<file path="src/rtl/tl_branch_predictor_param_if.sv">
// Request / prediction / resolve bundle of the parametrised two-level predictor.
// The master modport drives requests and outcomes, the slave modport is the predictor.
`timescale 1ns/1ps
interface tl_branch_predictor_param_if #(
  parameter int IP_WIDTH  = 64,
  parameter int INFLIGHT  = 4,
  parameter int CNT_WIDTH = 32
);
  logic                        req_valid;
  logic [IP_WIDTH-1:0]         req_ip;
  logic                        req_ready;
  logic                        pred_valid;
  logic                        prediction;
  logic                        upd_valid;
  logic                        upd_taken;
  logic [$clog2(INFLIGHT):0]   inflight_cnt;
  logic [CNT_WIDTH-1:0]        branch_cnt;
  logic [CNT_WIDTH-1:0]        mispredict_cnt;
  logic                        upd_err;

  modport master (
    output req_valid, req_ip, upd_valid, upd_taken,
    input  req_ready, pred_valid, prediction, inflight_cnt,
           branch_cnt, mispredict_cnt, upd_err
  );

  modport slave (
    input  req_valid, req_ip, upd_valid, upd_taken,
    output req_ready, pred_valid, prediction, inflight_cnt,
           branch_cnt, mispredict_cnt, upd_err
  );
endinterface

</file>
<file path="src/rtl/tl_branch_predictor_param.sv">
// Parametrised two-level branch predictor (GAg / gshare / GAp) with an in-flight
// resolve queue, non-speculative global history and saturating statistics.
`timescale 1ns/1ps
module tl_branch_predictor_param #(
  parameter int IP_WIDTH  = 64,
  parameter int GHR_BITS  = 8,
  parameter int PC_BITS   = 8,
  parameter int MODE      = 1,
  parameter int CTR_BITS  = 2,
  parameter int INFLIGHT  = 4,
  parameter int CNT_WIDTH = 32
) (
  input logic clk,
  input logic reset,
  tl_branch_predictor_param_if.slave bus
);

  localparam int IDX   = (MODE == 2) ? PC_BITS + GHR_BITS : GHR_BITS;
  localparam int DEPTH = 1 << IDX;
  localparam int PTR_W = $clog2(INFLIGHT);
  localparam int IP_W  = IP_WIDTH;

  localparam logic [CTR_BITS-1:0]  CTR_INIT = CTR_BITS'((1 << (CTR_BITS - 1)) - 1);
  localparam logic [CTR_BITS-1:0]  CTR_MAX  = '1;
  localparam logic [PTR_W:0]       FULL     = (PTR_W + 1)'(INFLIGHT);
  localparam logic [CNT_WIDTH-1:0] STAT_MAX = '1;

  typedef struct packed {
    logic [IDX-1:0] idx;
    logic           pred;
  } entry_t;

  logic [CTR_BITS-1:0]  pht_q  [DEPTH];
  entry_t               fifo_q [INFLIGHT];
  logic [GHR_BITS-1:0]  ghr_q;
  logic [PTR_W-1:0]     wr_ptr_q, rd_ptr_q;
  logic [PTR_W:0]       cnt_q;
  logic [CNT_WIDTH-1:0] branch_cnt_q, mispredict_cnt_q;
  logic                 pred_valid_q, prediction_q, upd_err_q;

  logic [IP_W-1:0]      ip;
  logic [IDX-1:0]       req_idx;
  logic                 accept, pop, pred_bit;
  entry_t               oldest;
  logic [CTR_BITS-1:0]  ctr_cur, ctr_d;
  logic [PTR_W:0]       cnt_d;
  logic [GHR_BITS-1:0]  ghr_d;

  assign ip = bus.req_ip;

  // History is the committed ghr only; requests behind unresolved branches see stale history.
  if (MODE == 2) begin : g_gap
    assign req_idx = {ip[PC_BITS-1:0], ghr_q};
  end else if (MODE == 1) begin : g_gshare
    assign req_idx = ghr_q ^ ip[GHR_BITS-1:0];
  end else begin : g_gag
    assign req_idx = ghr_q;
  end

  assign accept   = bus.req_valid && (cnt_q < FULL);
  assign pop      = bus.upd_valid && (cnt_q != '0);
  assign pred_bit = pht_q[req_idx][CTR_BITS-1];
  assign oldest   = fifo_q[rd_ptr_q];
  assign ctr_cur  = pht_q[oldest.idx];
  assign ghr_d    = {ghr_q[GHR_BITS-2:0], bus.upd_taken};

  always_comb begin
    // NOTE: every always_comb output gets a default first so no path can infer a latch.
    ctr_d = ctr_cur;
    if (bus.upd_taken) begin
      if (ctr_cur != CTR_MAX) ctr_d = ctr_cur + CTR_BITS'(1);
    end else if (ctr_cur != '0) begin
      ctr_d = ctr_cur - CTR_BITS'(1);
    end
  end

  always_comb begin
    cnt_d = cnt_q;
    if (accept && !pop)      cnt_d = cnt_q + (PTR_W + 1)'(1);
    else if (pop && !accept) cnt_d = cnt_q - (PTR_W + 1)'(1);
  end

  // NOTE: queue payload has no reset; cnt_q and the pointers guarantee it is never read before written.
  always_ff @(posedge clk) begin
    if (accept) fifo_q[wr_ptr_q] <= {req_idx, pred_bit};
  end

  always_ff @(posedge clk or posedge reset) begin
    if (reset) begin
      for (int i = 0; i < DEPTH; i++) pht_q[i] <= CTR_INIT;
      ghr_q            <= '0;
      wr_ptr_q         <= '0;
      rd_ptr_q         <= '0;
      cnt_q            <= '0;
      branch_cnt_q     <= '0;
      mispredict_cnt_q <= '0;
      pred_valid_q     <= 1'b0;
      prediction_q     <= 1'b0;
      upd_err_q        <= 1'b0;
    end else begin
      pred_valid_q <= accept;
      cnt_q        <= cnt_d;
      if (accept) begin
        prediction_q <= pred_bit;
        wr_ptr_q     <= wr_ptr_q + PTR_W'(1);
      end
      if (pop) begin
        pht_q[oldest.idx] <= ctr_d;
        ghr_q             <= ghr_d;
        rd_ptr_q          <= rd_ptr_q + PTR_W'(1);
        if (branch_cnt_q != STAT_MAX) branch_cnt_q <= branch_cnt_q + CNT_WIDTH'(1);
        if ((oldest.pred != bus.upd_taken) && (mispredict_cnt_q != STAT_MAX))
          mispredict_cnt_q <= mispredict_cnt_q + CNT_WIDTH'(1);
      end
      if (bus.upd_valid && !pop) upd_err_q <= 1'b1;
    end
  end

  assign bus.req_ready      = (cnt_q < FULL);
  assign bus.pred_valid     = pred_valid_q;
  assign bus.prediction     = prediction_q;
  assign bus.inflight_cnt   = cnt_q;
  assign bus.branch_cnt     = branch_cnt_q;
  assign bus.mispredict_cnt = mispredict_cnt_q;
  assign bus.upd_err        = upd_err_q;

endmodule

</file>
<file path="src/flat_wrapper.sv">
// flat-port wrapper written by rule: the top's interface ports become plain ports
module tl_branch_predictor_param_flat 
#(
  parameter int IP_WIDTH  = 64,
  parameter int GHR_BITS  = 8,
  parameter int PC_BITS   = 8,
  parameter int MODE      = 1,
  parameter int CTR_BITS  = 2,
  parameter int INFLIGHT  = 4,
  parameter int CNT_WIDTH = 32
)
  (clk, reset, bus_req_valid, bus_req_ip, bus_upd_valid, bus_upd_taken, bus_req_ready, bus_pred_valid, bus_prediction, bus_inflight_cnt, bus_branch_cnt, bus_mispredict_cnt, bus_upd_err);
  tl_branch_predictor_param_if #(.IP_WIDTH(IP_WIDTH), .INFLIGHT(INFLIGHT), .CNT_WIDTH(CNT_WIDTH)) bus_i ();
  input logic clk;
  input logic reset;
  input wire logic [$bits(bus_i.req_valid)-1:0] bus_req_valid;
  input wire logic [$bits(bus_i.req_ip)-1:0] bus_req_ip;
  input wire logic [$bits(bus_i.upd_valid)-1:0] bus_upd_valid;
  input wire logic [$bits(bus_i.upd_taken)-1:0] bus_upd_taken;
  output wire logic [$bits(bus_i.req_ready)-1:0] bus_req_ready;
  output wire logic [$bits(bus_i.pred_valid)-1:0] bus_pred_valid;
  output wire logic [$bits(bus_i.prediction)-1:0] bus_prediction;
  output wire logic [$bits(bus_i.inflight_cnt)-1:0] bus_inflight_cnt;
  output wire logic [$bits(bus_i.branch_cnt)-1:0] bus_branch_cnt;
  output wire logic [$bits(bus_i.mispredict_cnt)-1:0] bus_mispredict_cnt;
  output wire logic [$bits(bus_i.upd_err)-1:0] bus_upd_err;
  assign bus_i.req_valid = bus_req_valid;
  assign bus_i.req_ip = bus_req_ip;
  assign bus_i.upd_valid = bus_upd_valid;
  assign bus_i.upd_taken = bus_upd_taken;
  assign bus_req_ready = bus_i.req_ready;
  assign bus_pred_valid = bus_i.pred_valid;
  assign bus_prediction = bus_i.prediction;
  assign bus_inflight_cnt = bus_i.inflight_cnt;
  assign bus_branch_cnt = bus_i.branch_cnt;
  assign bus_mispredict_cnt = bus_i.mispredict_cnt;
  assign bus_upd_err = bus_i.upd_err;
  tl_branch_predictor_param #(.IP_WIDTH(IP_WIDTH), .GHR_BITS(GHR_BITS), .PC_BITS(PC_BITS), .MODE(MODE), .CTR_BITS(CTR_BITS), .INFLIGHT(INFLIGHT), .CNT_WIDTH(CNT_WIDTH)) u_core (.clk(clk), .reset(reset), .bus(bus_i));
endmodule
</file>
<file path="config.mk">
export PLATFORM = sky130hd
export DESIGN_NAME = tl_branch_predictor_param_flat
export DESIGN_NICKNAME = d
export VERILOG_FILES = /design/src/rtl/tl_branch_predictor_param_if.sv /design/src/rtl/tl_branch_predictor_param.sv /design/src/flat_wrapper.sv
export SDC_FILE = /design/constraint.sdc
export NUM_CORES = 2
export LEC_CHECK = 0
export ABC_AREA = 1
export CAP_MARGIN = 20
export CELL_PAD_IN_SITES_DETAIL_PLACEMENT = 0
export CELL_PAD_IN_SITES_GLOBAL_PLACEMENT = 1
export CORE_UTILIZATION = 49
export DETAILED_ROUTE_END_ITERATION = 6
export PLACE_DENSITY = 0.91
export RECOVER_POWER = 100
export SETUP_SLACK_MARGIN = 0.15
export SYNTH_ARGS = -nofsm -noshare
export SYNTH_HDL_FRONTEND = slang
export SYNTH_SLANG_ARGS = --single-unit
</file>
<file path="constraint.sdc">
create_clock -name clk -period 31.5 [get_ports clk]
set_input_delay 4.725 -clock clk [delete_from_list [all_inputs] [get_ports clk]]
set_output_delay 4.725 -clock clk [all_outputs]
set_load 0.005 [all_outputs]
</file>
==> out/qor.yml <==
status:
  run_status: "complete, but fails checks"
  failed_checks: "design-rule violations, max-capacitance violations, max-slew violations"
critical_path:
  arrival_ps: 19720
  required_ps: 32030
  timing_worst_setup_path_type: "reg2reg"
  start_kind: "flip-flop"
  crit_buf_inv: 5
  cp_max_fo: 70
  cpLargestDelayFamily: "buffers and inverters"
  cp-startpoint: "u_core.rd_ptr_q[0]"
  cp_common_cell: "sky130_fd_sc_hd__nand2_1"
  crit_slowest_cell: "sky130_fd_sc_hd__clkbuf_1"
  crit_path_end_kind: "flip-flop"
  worstReg2RegStart: "u_core.rd_ptr_q[0]"
  critical-path-max-stage-delay_ps: 2800
  path_cells: "inv_1 > nand2_1 > nand3_1 > nand2_1 > clkbuf_1 > clkbuf_1 > nand2_1 > nand3_1 > nand3_1 > nand2_1 > nor2_1 > nor2_1 > nor2_1 > nand2_1 > nand2_1 > nand2_1 > nor2_1 > nand2_1 > clkbuf_1 > clkbuf_1 > nand3_1 > nand2_1"
synth:
  dominant_combinational_cell_family_by_area_after_synthesis: "simple AND/OR/NAND/NOR gates"
  compound_gate_portion_of_the_synthesized_area_pct: 4.64
  syn_area_per_cell_um2: 7.11
  synthAdderAreaFrac_pct: 0.302
  synth-edff-count: 36
  postSynthCellCount: 5008
  multiplexer_share_of_the_synthesized_area_pct: 0
  syn-cell-area_um2: 35600
  yosys_most_used_dff: "sky130_fd_sc_hd__dfrtp_1"
  post_synth_xor_xnor_area_pct: 1.72
  synth_fp_nets: 5085
  number_of_library_cell_types_mapped_by_synthesis: 40
  async_reset_ff_share_pct: 94.3
  synth.largest_area_cell: "sky130_fd_sc_hd__dfrtp_1"
  synthDominantCellAreaShare_pct: 23.8
  synth_simple_gate_area_share_pct: 39.3
  postSynthRegisterBits: 630
  ys_warn_count: 0
  synth-seq-area-share_pct: 45.7
  cells_taking_the_most_area_after_synthesis: "sky130_fd_sc_hd__dfrtp_1 (24%), sky130_fd_sc_hd__nand2_1 (20%), sky130_fd_sc_hd__dfstp_2 (19%), sky130_fd_sc_hd__nand3_1 (11%), sky130_fd_sc_hd__inv_1 (4.2%)"
worst_hold_path:
  holdCritStartpoint: "u_core.bus.upd_err"
  hold_removal_path_class: "reg2reg"
clock_tree:
  cts_repair_resize_count: 0
  clk_pin_slew_ps: 60
  clock_tree.root_cell: "sky130_fd_sc_hd__clkbuf_16"
  cts_hold_repair.buffers: 0
  cts_num_sinks: 630
  cts_made_buffers: 74
  clock_path_buffers: 3
  htree_levels: 3
  tritoncts: "yes"
  worstSkewPairLatency_ps: 630
  post-cts-setup-buffer-count: 0
job:
  max_cap_viol_count: 21
sta:
  setup_viol: 0
  maxSlewViolCount: 1492
  max_slew_margin_pct: -470
  finalSetupTns_ps: 0
  total_count_of_hold_check_failures_in_the_final_report: 0
  maxClockFrequency_mhz: 52.1
  fin_crit_sh_pct: 60.9
  worst_slew_pin_slew_ps: 8550
  finClkSkew_ps: 30.6
  fin_crit_ps: 19190
  rsz0062_at_grt: "no"
  finalWorstSetupSlack_ps: 12310
layout:
  post_route_cells_drive_above_1_share_pct: 9.59
  layout_common_cells: "sky130_fd_sc_hd__nand2_1 (1,916), sky130_fd_sc_hd__nand3_1 (807), sky130_fd_sc_hd__inv_1 (400)"
  layout-area-overhead-vs-synth_pct: 9.96
  most_common_cell_after_layout_fill_and_taps_aside: "sky130_fd_sc_hd__nand2_1"
  nNetsFinal: 5003
  n_fill_cell: 6901
place:
  gp_congestion: 0.904
  place_hpwl_um: 70100
  io_buffer_count: 83
  dp_worst_setup_slack_ps: 22710
global_route:
  grt_util_all_layers_pct: 33.5
  first_global_vias: 32100
  grt_start_max_net_pins: 161
  antenna_found_initial: 3
  wire_length_of_the_first_global_routing_pass_um: 192000
  globalRoute.totalOverflow: 0
detailed_routing:
  postRouteWirelength_um: 124000
  drt_pre_antenna_iters: 7
  detail_route.iter0.violations: 3992
  via_per_inst: 5.77
  postRouteAntennaNets: 0
  vias: 34300
  remaining_drcs: 1
  routed_wire_length_per_instance_um: 20.9
power:
  power-per-cell-area_nw_per_um2: 124
  power.ir.vdd_worst_v: 0.000218
  p_leak_uw: 0.0176
floorplanning:
  die_area_um2: 73700
  fp.dieH_um: 271
  die_w_um: 271
  row_count: 98
  initial_core_util_pct: 49.6
  core_area_um2: 71700
  io_pins: 140
[where the power goes]
part	switching, uW	internal [uW]	total, uW	leakage, uW
logic	2070	551	2620	0.00878
clock network	362	535	898	0.00124
registers	181	1150	1330	0.00759
[cell families after synthesis]
logic type      after synthesis
flops                       630
compound gates              263
simple gates               3326
buf+inv                     711
xor+xnor                     70
fa+ha+maj                     8
[cell usage after synthesis, types with 5 or more instances]
master / count
sky130_fd_sc_hd__o21ai_0: 105
sky130_fd_sc_hd__o22ai_1: 15
sky130_fd_sc_hd__edfxtp_1: 36
sky130_fd_sc_hd__nor4_1: 7
sky130_fd_sc_hd__nand2_2: 5
sky130_fd_sc_hd__or2_2: 45
sky130_fd_sc_hd__nand2_1: 1914
sky130_fd_sc_hd__clkbuf_1: 126
sky130_fd_sc_hd__buf_1: 17
sky130_fd_sc_hd__dfrtp_1: 338
sky130_fd_sc_hd__inv_2: 6
sky130_fd_sc_hd__nor3_1: 200
sky130_fd_sc_hd__nand4_1: 21
sky130_fd_sc_hd__ha_1: 7
sky130_fd_sc_hd__buf_2: 112
sky130_fd_sc_hd__inv_1: 402
sky130_fd_sc_hd__a21oi_1: 7
sky130_fd_sc_hd__xor2_1: 42
sky130_fd_sc_hd__o211ai_1: 111
sky130_fd_sc_hd__xnor2_1: 28
sky130_fd_sc_hd__nor2_1: 318
sky130_fd_sc_hd__o21ai_1: 15
sky130_fd_sc_hd__clkinv_1: 5
sky130_fd_sc_hd__dfstp_2: 256
sky130_fd_sc_hd__nand3_1: 806
sky130_fd_sc_hd__buf_4: 42
[metal layers]
metal	global-route usage, %	part of all wire (%)
met5	0	0.016
met4	14.2	4.5
met1	45.7	41
met2	52.4	45
met3	6.32	10
[flip-flops by register name, summed over array words and instances, names as in the netlist]
register / cells
u_core.ghr_q: 8
u_core.bus.inflight_cnt: 3
u_core.bus.prediction: 1
u_core.bus.upd_err: 1
u_core.bus.mispredict_cnt: 32
u_core.fifo_q: 36
u_core.bus.pred_valid: 1
u_core.bus.branch_cnt: 32
u_core.rd_ptr_q: 2
u_core.wr_ptr_q: 2
u_core.pht_q: 512
[path summary, 6_finish.rpt]
| path | cells after the start | slack [ps] | endpoint |
|---|---|---|---|
| setup / recovery | 22 | 12310 | u_core.pht_q[255] |
| hold / removal | 1 | 460 | u_core.bus.upd_err |
| setup reg to reg | 22 | 12310 | u_core.pht_q[255] |
| hold reg to reg | 1 | 460 | u_core.bus.upd_err |
| max in group asynchronous | 3 | 15050 | u_core.rd_ptr_q[0] |
| min in group asynchronous | 2 | 6440 | u_core.bus.branch_cnt[26] |
[worst reg2reg max path, cell delays in order (launching register included)]
cell                       delay (ps)
sky130_fd_sc_hd__dfrtp_1          750
sky130_fd_sc_hd__inv_1            500
sky130_fd_sc_hd__nand2_1          160
sky130_fd_sc_hd__nand3_1         1320
sky130_fd_sc_hd__nand2_1         2540
sky130_fd_sc_hd__clkbuf_1        2840
sky130_fd_sc_hd__clkbuf_1        2140
sky130_fd_sc_hd__nand2_1          140
sky130_fd_sc_hd__nand3_1          160
sky130_fd_sc_hd__nand3_1           90
sky130_fd_sc_hd__nand2_1          140
sky130_fd_sc_hd__nor2_1            90
sky130_fd_sc_hd__nor2_1           110
sky130_fd_sc_hd__nor2_1           100
sky130_fd_sc_hd__nand2_1           80
sky130_fd_sc_hd__nand2_1           50
sky130_fd_sc_hd__nand2_1          100
sky130_fd_sc_hd__nor2_1            90
sky130_fd_sc_hd__nand2_1         2300
sky130_fd_sc_hd__clkbuf_1        2500
sky130_fd_sc_hd__clkbuf_1        2470
sky130_fd_sc_hd__nand3_1          240
sky130_fd_sc_hd__nand2_1          210
[through the flow]
step | hold slack (ps) | power, uW | cells | utilization [%] | cell area, um^2
finish | 456 | 4850 | 5938 | 54.5 | 39100
global route | 467 | 5050 | 5936 | 54.5 | 39100
detailed placement | 455 | 3900 | 5800 | 51.3 | 36800
CTS | 466 | 4800 | 5936 | 54.8 | 39300
global placement | 453 | 3880 | 5800 | 51.3 | 36800
floorplan | 447 | 3050 | 5008 | - | 35600
[final cells by class]
cell class	count	area (um^2)	share of cell area, %
Inverter	413	1560	3.98
Clock buffer	111	2210	5.66
Tap cell	950	1190	3.04
Sequential cell	630	16300	41.6
Timing Repair Buffer	140	1220	3.13
Clock inverter	25	287	0.732
Multi-Input combinational cell	3667	16400	41.9
Antenna cell	2	5.00	0.0128
No activity file was read; power rests on OpenSTA's default activity.
